`config.mk`:
```
export PLATFORM = sky130hd
export DESIGN_NAME = fifo_wr_arbiter
export DESIGN_NICKNAME = d
export VERILOG_FILES = /design/src/rtl/fifo_wr_arbiter.sv
export SDC_FILE = /design/constraint.sdc
export NUM_CORES = 1
export LEC_CHECK = 0
export CAP_MARGIN = 20
export CORE_ASPECT_RATIO = 0.5
export CORE_MARGIN = 2
export CORE_UTILIZATION = 25
export CTS_CLUSTER_SIZE = 25
export DETAILED_ROUTE_END_ITERATION = 10
export GPL_TIMING_DRIVEN = 0
export SKIP_CTS_REPAIR_TIMING = 1
export SLEW_MARGIN = 0
export SYNTH_ARGS = -nofsm -noshare
export SYNTH_HDL_FRONTEND = slang
export SYNTH_SLANG_ARGS = --single-unit
```
`constraint.sdc`:
```
create_clock -name clk -period 1.8 [get_ports clk]
set_clock_uncertainty 0.2 [all_clocks]
set_input_delay 0.36 -clock clk [delete_from_list [all_inputs] [get_ports clk]]
set_output_delay 0.36 -clock clk [all_outputs]
set_load 0.02 [all_outputs]
```
`src/rtl/fifo_wr_arbiter.sv`:
```
// Round-robin arbiter sharing one FIFO write port among NUM_REQ requesters.
// A grant lasts for a burst of up to MAX_BURST accepted beats. Every burst is
// followed by at least one IDLE cycle. Outputs are decoded combinationally
// from the registered grant, so an asynchronous reset drops fifo_wr_en at once.
module fifo_wr_arbiter #(
  parameter int NUM_REQ   = 4,
  parameter int DATA_W    = 8,
  parameter int MAX_BURST = 4,
  localparam int ID_W     = $clog2(NUM_REQ)
) (
  input  logic                      clk,
  input  logic                      rst,
  input  logic [NUM_REQ-1:0]        req,
  input  logic [NUM_REQ*DATA_W-1:0] req_data,
  input  logic [NUM_REQ-1:0]        req_last,
  output logic [NUM_REQ-1:0]        ack,
  input  logic                      fifo_full,
  output logic                      fifo_wr_en,
  output logic [DATA_W-1:0]         fifo_wr_data,
  output logic [ID_W-1:0]           owner_id,
  output logic                      busy,
  output logic [15:0]               burst_cnt
);

  localparam logic [0:0]      ST_IDLE   = 1'b0;
  localparam logic [0:0]      ST_BURST  = 1'b1;
  localparam logic [3:0]      BURST_MAX = 4'(MAX_BURST);
  localparam logic [ID_W-1:0] LAST_RST  = ID_W'(NUM_REQ - 1);

  logic [0:0]      state_q, state_d;
  logic [ID_W-1:0] owner_q, owner_d;
  logic [ID_W-1:0] last_owner_q, last_owner_d;
  logic [3:0]      beat_cnt_q, beat_cnt_d;
  logic [15:0]     burst_cnt_q, burst_cnt_d;

  logic [DATA_W-1:0] slice_w [NUM_REQ];
  logic              own_req, own_last;
  logic [DATA_W-1:0] own_data;
  logic              grant_found;
  logic [ID_W-1:0]   grant_idx;

  // Split the flat data bus into one word per requester.
  generate
    for (genvar gi = 0; gi < NUM_REQ; gi++) begin : g_slice
      assign slice_w[gi] = req_data[gi*DATA_W +: DATA_W];
    end
  endgenerate

  // Select the current owner's request, last flag and data word.
  always_comb begin
    own_req  = 1'b0;
    own_last = 1'b0;
    own_data = '0;
    for (int i = 0; i < NUM_REQ; i++) begin
      if (owner_q == ID_W'(i)) begin
        own_req  = req[i];
        own_last = req_last[i];
        own_data = slice_w[i];
      end
    end
  end

  // Round-robin search upward from last_owner+1 with wrap: candidates above
  // last_owner win over wrapped ones, and the lowest index wins within a group.
  always_comb begin
    grant_found = 1'b0;
    grant_idx   = '0;
    for (int j = NUM_REQ - 1; j >= 0; j--) begin
      if (req[j] && (ID_W'(j) <= last_owner_q)) begin
        grant_found = 1'b1;
        grant_idx   = ID_W'(j);
      end
    end
    for (int j = NUM_REQ - 1; j >= 0; j--) begin
      if (req[j] && (ID_W'(j) > last_owner_q)) begin
        grant_found = 1'b1;
        grant_idx   = ID_W'(j);
      end
    end
  end

  assign busy         = (state_q == ST_BURST);
  assign fifo_wr_en   = busy & own_req & ~fifo_full;
  assign fifo_wr_data = busy ? own_data : '0;
  assign owner_id     = owner_q;
  assign burst_cnt    = burst_cnt_q;

  // One-hot acknowledge to the owner on every accepted beat.
  generate
    for (genvar gi = 0; gi < NUM_REQ; gi++) begin : g_ack
      assign ack[gi] = fifo_wr_en & (owner_q == ID_W'(gi));
    end
  endgenerate

  // Grant in IDLE; count beats in BURST and leave on last, max count or drop.
  always_comb begin
    state_d      = state_q;
    owner_d      = owner_q;
    last_owner_d = last_owner_q;
    beat_cnt_d   = beat_cnt_q;
    burst_cnt_d  = burst_cnt_q;
    case (state_q)
      ST_IDLE: begin
        if (grant_found) begin
          owner_d      = grant_idx;
          last_owner_d = grant_idx;
          beat_cnt_d   = '0;
          state_d      = ST_BURST;
        end
      end
      default: begin
        if (!own_req) begin
          // Requester dropped out: release the grant without counting a burst.
          state_d = ST_IDLE;
        end else if (fifo_wr_en) begin
          beat_cnt_d = beat_cnt_q + 4'd1;
          // Last beat and max count on the same beat is still one burst.
          if (own_last || (beat_cnt_d == BURST_MAX)) begin
            state_d     = ST_IDLE;
            burst_cnt_d = burst_cnt_q + 16'd1;
          end
        end
      end
    endcase
  end

  // State registers with asynchronous reset.
  always_ff @(posedge clk or posedge rst) begin
    if (rst) begin
      state_q      <= ST_IDLE;
      owner_q      <= '0;
      last_owner_q <= LAST_RST;
      beat_cnt_q   <= '0;
      burst_cnt_q  <= '0;
    end else begin
      state_q      <= state_d;
      owner_q      <= owner_d;
      last_owner_q <= last_owner_d;
      beat_cnt_q   <= beat_cnt_d;
      burst_cnt_q  <= burst_cnt_d;
    end
  end

endmodule

```
==> out/qor.yml <==
outcome:
  status: "finished with violations"
  violations: "setup timing"
setup_path:
  worstPathCellList: "buf_12 > mux2_4 > a2bb2oi_4 > inv_4 > buf_12 > buf_8"
  critPathRequiredTime_ps: 1240
  cp-end-kind: "output port"
  cp-start-kind: "flop"
  r2r_cells: 8
  r2r_end: "burst_cnt[1]$_DFFE_PP0P_"
  reg2reg_from: "owner_id[0]$_DFFE_PP0P_"
  path_buf_inv: 4
  critPathKind: "flop to output port"
  crit_arrival_ps: 1690
  crit_path_frequent_cell: "buf_12"
  cpLargestDelayFamily: "buffers and inverters"
  cp_max_fo: 5
  r2r_setup_slack_ps: -380
  cpPeakStageDelay_ps: 420
  crit_slowest_cell: "dfrtp_2"
timing:
  fin_ws_ps: -449
  hold_ws_ps: 105
  setup_tns_ps: -9560
  period_share_pct: 125
  slew-limit-headroom_pct: 75.6
  hold_violations: 0
  worstMarginPinSlew_ps: 362
  fmax_mhz: 445
  setup_viol: 33
  finalMaxSlewViolations: 0
  rsz0062_at_grt: "yes"
  fin_crit_ps: 2250
drt:
  dr.pass1.iters: 4
  vias: 1604
  drt-initial-drc-count: 48
  drt_wl_total_mm: 4.82
  viasPerCell: 4.52
  post_drt_wl_per_cell_um: 13.6
  drc: 0
  ant_nets: 0
job:
  max-cap-violations: 0
layout:
  final_common_cell: "clkdlybuf4s50_1"
  drive_gt1_share_pct: 41.8
  antennaDiodeCount: 0
  final_cell_mix: "clkdlybuf4s50_1 (37), dlymetal6s2s_1 (24), buf_4 (20)"
  fin_nets: 310
  area_delta_synth_final_pct: 92.2
yosys:
  synth_area_um2: 1690
  synth_edf_count: 0
  ys_ff_latch: 25
  ys_types: 41
  synthFlopType: "dfrtp_1"
  synthCells: 161
  ys_seq_area_share_pct: 37.2
  synth_nets: 207
  avgSynthCellArea_um2: 10.5
  async_reset_ff_share_pct: 100
  yosysWarnings: 0
floorplanning:
  core-area_um2: 6620
  placementRows: 21
  start_util_pct: 25.5
  die_h_um: 62.1
  ios: 75
  die_w_um: 120
  die_area_um2: 7480
clocking:
  cts_tree: "done"
  htree_levels: 1
  cts_max_path_buffers: 2
  cts_buffers: 3
  clock-sinks: 25
  clk-insertion-delay-late_ps: 260
  cts-root-buf: "clkbuf_16"
  clkTransAtPathRegs_ps: 60
pwr:
  p_leak_nw: 1.69
  total_power_w: 0.00399
  max-vdd-ir-drop_mv: 0.400
  powerDensity_nw_per_um2: 1230
global_routing:
  grt_max_degree: 26
  track_usage_pct: 12.4
  antenna_found_initial: 0
  grt_overflow: 0
  grt_pass1_vias: 1566
  grt_pass1_wl_mm: 7.63
placed_design:
  place_congestion: 0.743
  io_buffers: 74
  detailed_place_hpwl_mm: 3.51
min_path:
  holdCritPathClass: "input port to asynchronous set/reset pin"
layer usage:
metal / wire length, µm / vias to the layer above / global-route usage (%) / part of all wire, %
li1: - / 780 / - / -
met1: 2200 / 770 / 16.6 / 46
met2: 2310 / 54 / 21.1 / 48
met3: 311 / 0 / 2.94 / 6.5
met4: 0 / 0 / 1.31 / 0
met5: 0 / - / 0 / 0
cell usage after synthesis (2+ instances only):
| cell type | instances | area [µm²] |
|---|---|---|
| mux4_2 | 9 | 203 |
| nor2b_1 | 4 | 25.0 |
| xnor2_1 | 15 | 131 |
| dfrtp_1 | 23 | 576 |
| dfstp_2 | 2 | 52.6 |
| clkbuf_1 | 2 | 7.51 |
| a21oi_1 | 7 | 35.0 |
| nand2_1 | 7 | 26.3 |
| or3_1 | 2 | 12.5 |
| nand2b_1 | 2 | 12.5 |
| nand3b_1 | 4 | 30.0 |
| nor2_1 | 10 | 37.5 |
| and2_1 | 8 | 50.1 |
| o21ai_0 | 6 | 30.0 |
| nand3_1 | 12 | 60.1 |
| and3_1 | 6 | 37.5 |
| nor3_1 | 4 | 20.0 |
| nand4_1 | 3 | 18.8 |
| inv_1 | 8 | 30.0 |
| ha_1 | 3 | 37.5 |
| o21a_1 | 2 | 15.0 |
| buf_6 | 3 | 33.8 |
worst register-to-register path, delay by kind of cell, from the launching register on:
family	cells	cell delay, ps
muxes	2	740
buffers and inverters	4	530
AOI/OAI and AO/OA	1	80
and+or+nand+nor	1	110
DFF	1	420
cells by family after synthesis:
| family | count (synthesis) | share of synthesized area, % |
|---|---|---|
| multiplexers | 13 | 15.0 |
| AND/OR/NAND/NOR | 69 | 23.6 |
| XOR/XNOR | 15 | 7.77 |
| flip-flops | 25 | 37.2 |
| buffers and inverters | 16 | 5.11 |
| adder cells (fa/ha/maj) | 3 | 2.22 |
| AO/OA/AOI/OAI | 20 | 9.18 |
per-stage QoR:
stage	std cells	utilization, %	worst slack [ps]	cell area [µm²]
2_1_floorplan	161	-	-212	1810
3_3_place_gp	327	40.2	-1130	2660
3_5_place_dp	327	40.2	-1130	2660
4_1_cts	331	41.4	-1130	2740
5_1_grt	355	49.1	-496	3250
6_report	355	49.1	-449	3250
how the worst max path moves through the flow:
stage / from / end / slack, ps / cells past startpoint
5_1_grt: owner_id[0]$_DFFE_PP0P_ / fifo_wr_en / -500 / 6
3_3_place_gp: fifo_full / fifo_wr_en / -1130 / 6
6_report: owner_id[0]$_DFFE_PP0P_ / fifo_wr_en / -450 / 6
2_1_floorplan: owner_id[0]$_DFFE_PP0P_ / burst_cnt[1]$_DFFE_PP0P_ / -210 / 6
3_5_place_dp: fifo_full / fifo_wr_en / -1130 / 6
4_1_cts: fifo_full / fifo_wr_en / -1130 / 6
state kept, by name, indices dropped and copies added (netlist names):
name and cells:
owner_id 2, busy 1, last_owner_q 2, beat_cnt_q 4, burst_cnt 16
area by class of cell:
type                       count  area [µm²]
sequential                    25         634
tap                           92         115
clock buffer                   4        78.8
fill                         603        3370
inverter                      10        40.0
buffer                         6        92.6
multi-input combinational    120        1220
timing repair buffer          98        1060
report_power, final:
part           switching, W  total (W)  internal [W]
Combinational       0.00113    0.00266       0.00152
Clock              0.000185   0.000487      0.000302
Sequential         0.000143   0.000846      0.000703
Total               0.00146    0.00399       0.00253
No activity file was read; power rests on OpenSTA's default activity.
